===== config.mk =====
export PLATFORM = sky130hd
export DESIGN_NAME = master_ahb_32
export DESIGN_NICKNAME = d
export VERILOG_FILES = /design/src/rtl/ahb_pkg.sv /design/src/rtl/master_ahb_32.sv
export SDC_FILE = /design/constraint.sdc
export NUM_CORES = 1
export LEC_CHECK = 0
export BUFFER_PORTS_ARGS = -buffer_cell sky130_fd_sc_hd__clkbuf_2
export CORE_ASPECT_RATIO = 1.25
export CORE_MARGIN = 5
export CORE_UTILIZATION = 53
export CTS_CLUSTER_DIAMETER = 150
export DETAILED_ROUTE_END_ITERATION = 7
export GPL_TIMING_DRIVEN = 1
export HOLD_SLACK_MARGIN = 0.1
export PLACE_DENSITY = 0.94
export SYNTH_ARGS = -nofsm -noshare
export SYNTH_HDL_FRONTEND = slang
export SYNTH_SLANG_ARGS = --single-unit

===== constraint.sdc =====
create_clock -name i_hclk -period 3.8 [get_ports i_hclk]
set_clock_uncertainty 0.1 [all_clocks]
set_input_delay 0.38 -clock i_hclk [delete_from_list [all_inputs] [get_ports i_hclk]]
set_output_delay 0.38 -clock i_hclk [all_outputs]
set_load 0.02 [all_outputs]

===== src/rtl/ahb_pkg.sv =====
// ahb_pkg: AHB-Lite encodings and the initiator's pipeline register layouts.
package ahb_pkg;
    localparam logic [1:0] HTRANS_IDLE   = 2'b00;
    localparam logic [1:0] HTRANS_NONSEQ = 2'b10;
    localparam logic [2:0] HBURST_SINGLE = 3'b000;
    localparam logic [1:0] HRESP_OKAY    = 2'b00;
    localparam logic [1:0] HRESP_ERROR   = 2'b01;
    localparam logic [2:0] HSIZE_BYTE    = 3'd0;
    localparam logic [2:0] HSIZE_HALF    = 3'd1;
    localparam logic [2:0] HSIZE_WORD    = 3'd2;

    typedef struct packed {
        logic        valid;
        logic        write;
        logic [31:0] addr;
        logic [2:0]  size;
        logic [31:0] wdata;
        logic        lock;
    } a_phase_t;

    typedef struct packed {
        logic        valid;
        logic        write;
        logic [31:0] wdata;
    } d_phase_t;
endpackage


===== src/rtl/master_ahb_32.sv =====
// master_ahb_32: single-transfer request/response to pipelined AHB-Lite NONSEQ/SINGLE initiator.
module master_ahb_32 import ahb_pkg::*; (
    input  logic        i_hclk,
    input  logic        i_hreset,
    input  logic        i_req,
    output logic        o_req_rdy,
    input  logic        i_req_write,
    input  logic [31:0] i_req_addr,
    input  logic [2:0]  i_req_size,
    input  logic [31:0] i_req_wdata,
    input  logic        i_req_lock,
    output logic        o_rsp_valid,
    output logic [31:0] o_rsp_rdata,
    output logic        o_rsp_err,
    output logic [1:0]  o_htrans,
    output logic [31:0] o_haddr,
    output logic        o_hwrite,
    output logic [2:0]  o_hsize,
    output logic [2:0]  o_hburst,
    output logic [31:0] o_hwdata,
    output logic        o_hmastlock,
    input  logic [31:0] i_hrdata,
    input  logic        i_hready,
    input  logic [1:0]  i_hresp
);
    a_phase_t    a_q, a_d;
    d_phase_t    d_q, d_d;
    logic        err_hold_q, err_hold_d;
    logic        rsp_valid_q, rsp_valid_d;
    logic        rsp_err_q, rsp_err_d;
    logic [31:0] rsp_rdata_q, rsp_rdata_d;
    logic        issue, addr_done, data_done, accept;

    // err_hold suppresses the address phase so the pending transfer is retried after ERROR
    assign issue     = a_q.valid && !err_hold_q;
    assign addr_done = issue && i_hready;
    assign data_done = d_q.valid && i_hready;
    assign o_req_rdy = (!a_q.valid || addr_done) && !err_hold_q && !i_hreset;
    assign accept    = i_req && o_req_rdy;

    always_comb begin
        a_d = a_q;
        if (accept)
            a_d = '{1'b1, i_req_write, i_req_addr, i_req_size, i_req_wdata, i_req_lock};
        else if (addr_done)
            a_d.valid = 1'b0;
        d_d = d_q;
        d_d.valid = addr_done || (d_q.valid && !i_hready);
        if (addr_done) begin
            d_d.write = a_q.write;
            d_d.wdata = a_q.wdata;
        end
        err_hold_d  = ((d_q.valid && i_hresp == HRESP_ERROR) || err_hold_q) && !i_hready;
        rsp_valid_d = data_done;
        rsp_err_d   = data_done && i_hresp == HRESP_ERROR;
        rsp_rdata_d = (data_done && !d_q.write) ? i_hrdata : 32'h0;
    end

    always_ff @(posedge i_hclk) begin
        if (i_hreset) begin
            a_q         <= '0;
            d_q         <= '0;
            err_hold_q  <= 1'b0;
            rsp_valid_q <= 1'b0;
            rsp_err_q   <= 1'b0;
            rsp_rdata_q <= 32'h0;
        end else begin
            a_q         <= a_d;
            d_q         <= d_d;
            err_hold_q  <= err_hold_d;
            rsp_valid_q <= rsp_valid_d;
            rsp_err_q   <= rsp_err_d;
            rsp_rdata_q <= rsp_rdata_d;
        end
    end

    assign o_htrans    = issue ? HTRANS_NONSEQ : HTRANS_IDLE;
    assign o_haddr     = a_q.addr;
    assign o_hwrite    = a_q.write;
    assign o_hsize     = a_q.size;
    assign o_hburst    = HBURST_SINGLE;
    assign o_hmastlock = a_q.lock;
    assign o_hwdata    = d_q.wdata;
    assign o_rsp_valid = rsp_valid_q;
    assign o_rsp_err   = rsp_err_q;
    assign o_rsp_rdata = rsp_rdata_q;
endmodule


# Word-level counts from Yosys, hierarchy flattened

Index checks and enable logic that the tools add are counted.

Register bits after elaboration: 139
Input bits: 107
Output and inout bits: 109
Logic and storage cells: 39

Eq/ne operators: 1
Muxes and demuxes: 3
Bitwise operators: 1
Reductions and logical operators: 21

Operators by type and width:

| kind                                                 | number |
|---|---|
| logical AND 1 bit                                    | 11 |
| zero test 1 bit                                      | 5 |
| logical OR 1 bit                                     | 3 |
| equality test 2 x 1 -> 1 bit (second input constant) | 1 |
| two-way mux 1 bit                                    | 2 |
| two-way mux 2 bit                                    | 1 |
| nonzero test 2 bit                                   | 1 |
| OR reduction 2 bit                                   | 1 |
| inverter 1 bit                                       | 1 |

# Longest topological paths before layout

Gate-level depths: netlist (run 1).

Depth after elaboration: 8
Gate-level depth with buffers: 5
Gate-level depth less buffers: 3

# Worst setup path after synthesis (run 1)

OpenSTA, ideal clock, no wires.

Path kind: input -> output
From: in i_hreset
To: out o_req_rdy
Arrival time: 1.165 ns
Setup slack: 2.155 ns
Cell stages on the path: 3
Buffers on the path: 2
Cells stage by stage: buf_2 > buf_4 > nor3_1

Longest elaborated chain between the ends: 2

Ends and longest elaborated chain:

| item               | line                | source |
|---|---|---|
| start: declaration | master_ahb_32.sv:4  | `input logic i_hreset,` |
| zero test 1 bit    | master_ahb_32.sv:38 | `assign o_req_rdy = (!a_q.valid \|\| addr_done) && !err_hold_q && !i_hreset;` |
| logical AND 1 bit  | master_ahb_32.sv:38 |  |
| end: declaration   | master_ahb_32.sv:6  | `output logic o_req_rdy,` |

Every way passes these cells.

# Worst setup path after layout (run 1)

Ends and elaborated chain as after synthesis.

==> results of run 1 <==
-- layer usage --
| layer | part of all wire [%] | track usage (%) |
|---|---|---|
| met1 | 40 | 24.5 |
| met3 | 9.2 | 8.02 |
| met2 | 49 | 34.9 |
| met4 | 1.8 | 8.61 |
| met5 | 0.10 | 0 |
-- kinds of logic (layout without fill, tap and decap cells) --
kind of cell | count (synthesis) | count (layout) | share of synthesized area, %
AOI/OAI and AO/OA | 37 | 37 | 3.23
buffers and inverters | 110 | 287 | 12.4
DFF | 139 | 139 | 48.1
muxes | 69 | 69 | 12.0
other | 1 | 4 | 0.0649
and+or+nand+nor | 249 | 249 | 24.2
-- how the worst max path moves through the flow --
stage / endpoint / cells past startpoint
2_1_floorplan: o_req_rdy / 3
3_3_place_gp: o_req_rdy / 3
3_5_place_dp: o_req_rdy / 3
4_1_cts: o_req_rdy / 3
5_1_grt: o_req_rdy / 3
6_report: o_req_rdy / 3
-- power breakdown --
group | total, mW | internal (mW) | switching, mW
registers | 1.55 | 1.52 | 0.0321
clock network | 1.56 | 0.939 | 0.623
logic | 0.357 | 0.171 | 0.186
total | 3.47 | 2.63 | 0.841
-- worst max-delay path: stages --
cell	delay, ps
sky130_fd_sc_hd__buf_4	660
sky130_fd_sc_hd__nor3_1	130
sky130_fd_sc_hd__clkbuf_2	200
-- cell usage in the layout (no fill, tap or decap), types with 2 or more instances in the layout --
| cell | count |
|---|---|
| sky130_fd_sc_hd__clkbuf_2 | 210 |
| sky130_fd_sc_hd__nand2b_1 | 139 |
| sky130_fd_sc_hd__dfxtp_1 | 139 |
| sky130_fd_sc_hd__mux2i_1 | 69 |
| sky130_fd_sc_hd__nand2_1 | 67 |
| sky130_fd_sc_hd__dlygate4sd3_1 | 36 |
| sky130_fd_sc_hd__a21oi_1 | 35 |
| sky130_fd_sc_hd__and2_1 | 32 |
| sky130_fd_sc_hd__clkbuf_16 | 17 |
| sky130_fd_sc_hd__buf_4 | 6 |
| sky130_fd_sc_hd__clkinvlp_4 | 5 |
| sky130_fd_sc_hd__conb_1 | 4 |
| sky130_fd_sc_hd__inv_6 | 3 |
| sky130_fd_sc_hd__nor3_1 | 2 |
| sky130_fd_sc_hd__inv_1 | 2 |
| sky130_fd_sc_hd__nor2_1 | 2 |
| sky130_fd_sc_hd__clkbuf_8 | 2 |
| sky130_fd_sc_hd__clkinv_2 | 2 |
-- sequential cells by signal (all words and copies together), names as in the netlist, named ones only --
register	cells
o_hsize	3
err_hold_q	1
o_rsp_rdata	32
d_q	1
o_rsp_valid	1
o_hwdata	32
a_q	33
o_rsp_err	1
o_hmastlock	1
o_hwrite	1
o_haddr	32
-- through the flow --
stage               setup slack [ps]  power [mW]  cell area (um^2)  hold WS, ps
floorplan                       2160        1.83              5790          331
global placement                1950        1.90              6360          340
detailed placement              1940        1.91              6360          344
CTS                             1940        3.49              7290          101
global route                    1830        3.62              7290          108
finish                          1910        3.47              7290          117
-- area by class of cell --
class,count,area (um^2)
Multi-Input combinational cell,359,2290
Sequential cell,139,2780
Inverter,2,7.51
Clock inverter,12,113
Fill cell,826,3320
Tap cell,132,165
Timing Repair Buffer,253,1480
Clock buffer,20,457
-- what timing repair did --
| item | in CTS | in global routing |
|---|---|---|
| endpoints found under the hold margin | 36 | 0 |
| endpoints found under the setup margin | 0 | 0 |
| hold buffers | 36 | 0 |
==> summary.log, run 1 <==
[placed_design] half-perimeter wire length after placement 8.65 mm
[floorplan] initial cell density of the core 54.4%
[global_route] largest net degree at the start of global routing 119
[final_layout] post-layout utilization of the core 68.7%
[global_route] via count of the first global-routing pass 4416
[sta] final number of hold-violating endpoints 0
[logic_synthesis] number of flops mapped to enable cells by yosys 0
[logic_synthesis] synthesized instance count 605
[clock_tree] number of cells upsized or downsized after cts 0
[worst_setup_path] Setup crit end kind primary output
[worst_setup_path] required arrival time at the worst endpoint 3320 ps
[logic_synthesis] total number of yosys warnings 0
[route] Routed WL 13.7 mm
[final_layout] area added between synthesis and finish 26.2%
[worst_setup_path] Worst R2R Start err_hold_q
[placed_design] Port Buffer Count 211
[logic_synthesis] share of flip-flops with an asynchronous set or reset 0%
[min_path] classification of the worst-slack hold path in -> reg
[power] power density cells 476 nW/um^2
[floorplan] placeable core region 10600 um^2
[logic_synthesis] share of Yosys cell area claimed by the top area cell type 48.1%
[sta] part of the cycle the worst path needs 49.7%
[clock_tree] clock tree from TritonCTS built
[outcome] status finished, final reports clean
[clock_tree] clk_lat worst skew 400 ps
[worst_setup_path] Startpoint Class input pin
[route] number of detailed-route iterations in the first pass 4
[sta] RSZ-0062 raised after global routing no
[logic_synthesis] Unique masters post-synth 23
[sta] final sum of negative setup slack 0 ps
[power] maximum vdd ir drop 0.000276 V
[worst_setup_path] CP max FO 118
[route] count of vias placed by the detailed router 4352
[logic_synthesis] register area share after synthesis 48.1%
[sta] worst rel slew slack 41.7%
[global_route] GRT Total Usage 21.3%
[min_path] end point of the most critical hold path o_haddr[16]
[sta] Period minus WS final 1890 ps
[route] drt first-iter violations 176
[global_route] GRT Residual Overflow 0
[min_path] worst hold stages 3
[logic_synthesis] Area contributors post-synth sky130_fd_sc_hd__dfxtp_1, sky130_fd_sc_hd__nand2b_1, sky130_fd_sc_hd__mux2i_1
[floorplan] die width 103 um
[global_route] number of antenna violations at the first check in global routing 1
[sta] final count of negative-setup-slack endpoints 0
[clock_tree] number of CTS-inserted buffers 17
[logic_synthesis] mapped cell area 5780 um^2
[logic_synthesis] flop and latch count out of synthesis 139
[clock_tree] maximum buffer depth of the clock tree 2
[route] number of vias per cell after detailed routing 4.75
[clock_tree] library cell used as clock root buffer sky130_fd_sc_hd__clkbuf_16
[power] static power due to leakage 3.37 nW
[route] residual antenna-violating net count after detailed routing 0
[min_path] origin of the worst min-delay path i_req_addr[16]
[logic_synthesis] average instance area after synthesis 9.55 um^2
[clock_tree] clock-pin transition on the worst setup and hold timing paths 60 ps
[logic_synthesis] top cell type by total area after synthesis sky130_fd_sc_hd__dfxtp_1
[floorplan] full die area 13100 um^2
[global_route] first-pass GRT wire length 21.9 mm
[clock_tree] H-Tree Level Count 4
[worst_setup_path] startpoint-to-endpoint class of the critical path in -> out
[worst_setup_path] end of the worst register-to-register path o_haddr[17]
[worst_setup_path] internal reg-to-reg setup slack 2050 ps
[sta] transition time at the pin with the least slew margin 874 ps
[clock_tree] Setup Fix Bufs, Post-CTS 0
[final_layout] Total Nets Final 879
[final_layout] Final Non-Filler Cells 917
[worst_setup_path] cell depth of the worst flop-to-flop path 4
[final_layout] Antenna Diode Count 0
[placed_design] Placer Congestion 0.766
[run] Max-cap violations 0
[sta] final number of max-transition violations 0
[placed_design] placed cells 849
[clock_tree] sinks on the clock net 139
[logic_synthesis] most used flip-flop cell after synthesis sky130_fd_sc_hd__dfxtp_1
[worst_setup_path] Critical Path Source i_hreset
[route] total DRC errors in the routed layout 0
[logic_synthesis] synth cell count leaders sky130_fd_sc_hd__dfxtp_1, sky130_fd_sc_hd__nand2b_1, sky130_fd_sc_hd__buf_4
[sta] f_max 529 MHz
[route] post-DR wirelength/cell 14.9 um
[floorplan] std cell rows 42
[floorplan] number of ports placed on the die boundary 216
[floorplan] Die H 127 um
[final_layout] fraction of final layout cells sized beyond drive strength 1 32.0%
[worst_setup_path] data arrival at the endpoint of the critical path 1410 ps
Power figures use the tool's default switching activity.
==> run 2, diff against run 1 <==
--- a/config.mk
+++ b/config.mk
@@ -8,12 +8,12 @@
 export BUFFER_PORTS_ARGS = -buffer_cell sky130_fd_sc_hd__clkbuf_2
 export CORE_ASPECT_RATIO = 1.25
 export CORE_MARGIN = 5
-export CORE_UTILIZATION = 53
+export CORE_UTILIZATION = 44
 export CTS_CLUSTER_DIAMETER = 150
 export DETAILED_ROUTE_END_ITERATION = 7
 export GPL_TIMING_DRIVEN = 1
 export HOLD_SLACK_MARGIN = 0.1
-export PLACE_DENSITY = 0.94
+export PLACE_DENSITY = 0.85
 export SYNTH_ARGS = -nofsm -noshare
 export SYNTH_HDL_FRONTEND = slang
 export SYNTH_SLANG_ARGS = --single-unit
==> constraint.sdc (replaced) <==
create_clock -name i_hclk -period 1.5 [get_ports i_hclk]
set_clock_uncertainty 0.1 [all_clocks]
set_input_delay 0.15 -clock i_hclk [delete_from_list [all_inputs] [get_ports i_hclk]]
set_output_delay 0.15 -clock i_hclk [all_outputs]
set_load 0.02 [all_outputs]
==> run 2 against run 1 <==
Net effect: die area rose by 19%; core utilization shrank 3.7 points; global-route usage down 1.9 points; register-to-register slack got worse by 2000 ps; sequential share of layout area is 4.6 points lower; non-clock buffer count rose by 79; hold slack gained 39 ps; combinational power rose to 3.2 times the previous value; flip-flop and latch count unchanged; count of clock-buffer cells in the layout decreased by 1; via count rose by 6.7%; clock power rose to 2.8 times the previous value.
==> summary.log, run 2 (synthesis results as in run 1) <==
[outcome] status finished, final reports clean
[final_layout] top library cells by usage in the layout, fill and taps aside sky130_fd_sc_hd__clkbuf_2, sky130_fd_sc_hd__nand2b_1, sky130_fd_sc_hd__dfxtp_1, sky130_fd_sc_hd__dlygate4sd3_1, sky130_fd_sc_hd__mux2i_1
[route] Routed WL 15.3 mm [+12%]
[run] Max-cap violations 0 [unchanged]
[clock_tree] clock tree from TritonCTS built
[final_layout] Antenna Diode Count 0 [unchanged]
[worst_setup_path] cell type of the slowest stage on the worst timing path sky130_fd_sc_hd__dfxtp_2
[floorplan] full die area 15500 um^2 [+19%]
[floorplan] Die H 138 um [+9.0%]
[final_layout] Register Area 2790 um^2 [about the same]
[floorplan] std cell rows 46 [+9.5%]
[worst_setup_path] startpoint-to-endpoint class of the critical path reg -> reg
[final_layout] number of inserted filler cells in the final layout 1002 [+21%]
[sta] part of the cycle the worst path needs 95.6%
[sta] f_max 697 MHz
[worst_setup_path] cell depth of the worst flop-to-flop path 6 [+2]
[worst_setup_path] internal reg-to-reg setup slack 70 ps [-1980 ps]
[route] count of vias placed by the detailed router 4642 [+6.7%]
[floorplan] number of ports placed on the die boundary 216 [unchanged]
[clock_tree] H-Tree Level Count 4 [unchanged]
[placed_design] Port Buffer Count 211 [unchanged]
[global_route] via count of the first global-routing pass 4915 [+11%]
[final_layout] area added between synthesis and finish 43.6%
[worst_setup_path] CP max FO 17 [-86%]
[placed_design] half-perimeter wire length after placement 9.29 mm [+7.4%]
[worst_setup_path] Setup crit end kind register
[clock_tree] clk_lat worst skew 400 ps [about the same]
[worst_setup_path] Startpoint Class register
[placed_design] Placer Congestion 0.741 [-3.2%]
[clock_tree] sinks on the clock net 139 [unchanged]
[route] number of detailed-route iterations in the first pass 4 [unchanged]
[sta] final sum of negative setup slack 0 ps [unchanged]
[final_layout] final non-filler cell area 8300 um^2 [+14%]
[sta] final count of negative-setup-slack endpoints 0 [unchanged]
[sta] final number of hold-violating endpoints 0 [unchanged]
[power] power density cells 1140 nW/um^2 [+140%]
[route] post-DR wirelength/cell 14.8 um [-0.47%]
[final_layout] largest register by flop count a_q
[min_path] classification of the worst-slack hold path in -> reg
[global_route] GRT Residual Overflow 0 [unchanged]
[clock_tree] library cell used as clock root buffer sky130_fd_sc_hd__clkbuf_16
[final_layout] fraction of final layout cells sized beyond drive strength 1 30.3% [-1.7 points]
[global_route] GRT Total Usage 19.4% [-1.9 points]
[placed_design] area post-placement 6510 um^2 [+2.4%]
[min_path] worst hold stages 3 [unchanged]
[global_route] largest net degree at the start of global routing 97 [-18%]
[global_route] first-pass GRT wire length 24.4 mm [+11%]
[worst_setup_path] sequence of cells on the critical path nor2b_4, buf_4, nor2_4, buf_12, buf_12, mux2i_1
[power] static power due to leakage 3.78 nW [+12%]
[worst_setup_path] crit-path most repeated cell sky130_fd_sc_hd__buf_12
[floorplan] placeable core region 12800 um^2 [+20%]
[clock_tree] maximum buffer depth of the clock tree 2 [unchanged]
[global_route] number of antenna violations at the first check in global routing 0 [-1]
[final_layout] Total Nets Final 958 [+9.0%]
[worst_setup_path] Crit path buffers/inverters 3 [+1]
[worst_setup_path] data arrival at the endpoint of the critical path 1660 ps [+250 ps]
[route] number of vias per cell after detailed routing 4.50 [-5.2%]
[final_layout] flip-flop count of the largest register after layout 33 [unchanged]
[clock_tree] clock-pin transition on the worst setup and hold timing paths 60 ps [about the same]
[worst_setup_path] logic depth of the worst setup path including buffers 6 [+3]
[power] maximum vdd ir drop 0.000855 V [+210%]
[floorplan] die width 113 um [+8.8%]
[sta] Period minus WS final 1430 ps
[final_layout] total area of multi-input combinational cells 2310 um^2 [+0.71%]
[final_layout] most common library cell in the layout ignoring fill and taps sky130_fd_sc_hd__clkbuf_2
[clock_tree] number of CTS-inserted buffers 17 [unchanged]
[route] total DRC errors in the routed layout 0 [unchanged]
[sta] final number of max-transition violations 0 [unchanged]
[route] drt first-iter violations 168 [-4.5%]
[worst_setup_path] required arrival time at the worst endpoint 1730 ps [-1590 ps]
[sta] RSZ-0062 raised after global routing no
[floorplan] initial cell density of the core 45.2% [-9.2 points]
[route] residual antenna-violating net count after detailed routing 0 [unchanged]
[worst_setup_path] highest cell delay on the worst timing path 310 ps [-350 ps]
[worst_setup_path] family with the most delay on the worst path buffers and inverters
run 2: changes by cell type in the layout (fill, tap and decap cells not counted), moves of 2 or more:
cell                            before  now
sky130_fd_sc_hd__dlygate4sd3_1      36  107
sky130_fd_sc_hd__buf_12              1    8
sky130_fd_sc_hd__clkinvlp_4          5    2
sky130_fd_sc_hd__dfxtp_1           139  137
sky130_fd_sc_hd__dfxtp_2             0    2
sky130_fd_sc_hd__bufinv_16           1    4
run 2: layer usage:
metal  wire length (um)  vias to the layer above  GRT usage (%)
met5                  0                        -              0
met4                392                        0           7.78
met3               1230                       28           7.38
met2               7590                      178           32.9
met1               6110                     2106           21.8
li1                   -                     2330              -
run 2: worst reg2reg max path, delay by kind of cell, from the launching register on:
kind | cells | cell delay (ps)
AND/OR/NAND/NOR | 2 | 280
flip-flops | 1 | 310
multiplexers | 1 | 230
buffers and inverters | 3 | 440
run 2: cell type report:
cell class                 count  area share (%)
clock buffer                  19            5.34
inverter                       2          0.0904
clock inverter                13            2.28
timing repair buffer         332            28.4
sequential                   139            33.5
multi-input combinational    359            27.8
tap                          168            2.53
run 2: path summary, 6_finish.rpt:
path	from	endpoint
hold reg to reg	a_q[2]	o_hwdata[1]
hold / removal	i_hreset	o_hwdata[0]
setup reg to reg	a_q[69]	o_haddr[19]
setup / recovery	a_q[69]	o_haddr[19]
run 2: timing repair:
item	in CTS	in global routing
setup buffers	2	1
gates resized for setup	6	1
cloned	0	1
endpoints found under the hold margin	106	0
hold buffers	107	0
pin swaps	1	1
endpoints found under the setup margin	1	19
run 2: report_power, final:
group          switching (mW)  internal [mW]  total (mW)
sequential             0.0797           3.85        3.93
clock                    1.59           2.84        4.43
combinational           0.530          0.603        1.13
total                    2.19           7.29        9.49
run 2: per-stage QoR:
step                      worst slack [ps]  hold slack, ps  util, %  total power [mW]  cells
final                                 65.5             157     65.0              9.49   1032
after CTS                             3.02             158     64.6              9.57   1030
after global routing                  5.20             173     65.0              9.87   1032
after floorplan                        190             129        -              4.63    608
after global placement                 135             248     51.0              4.85    889
after detailed placement              67.1             251     51.0              4.87    889
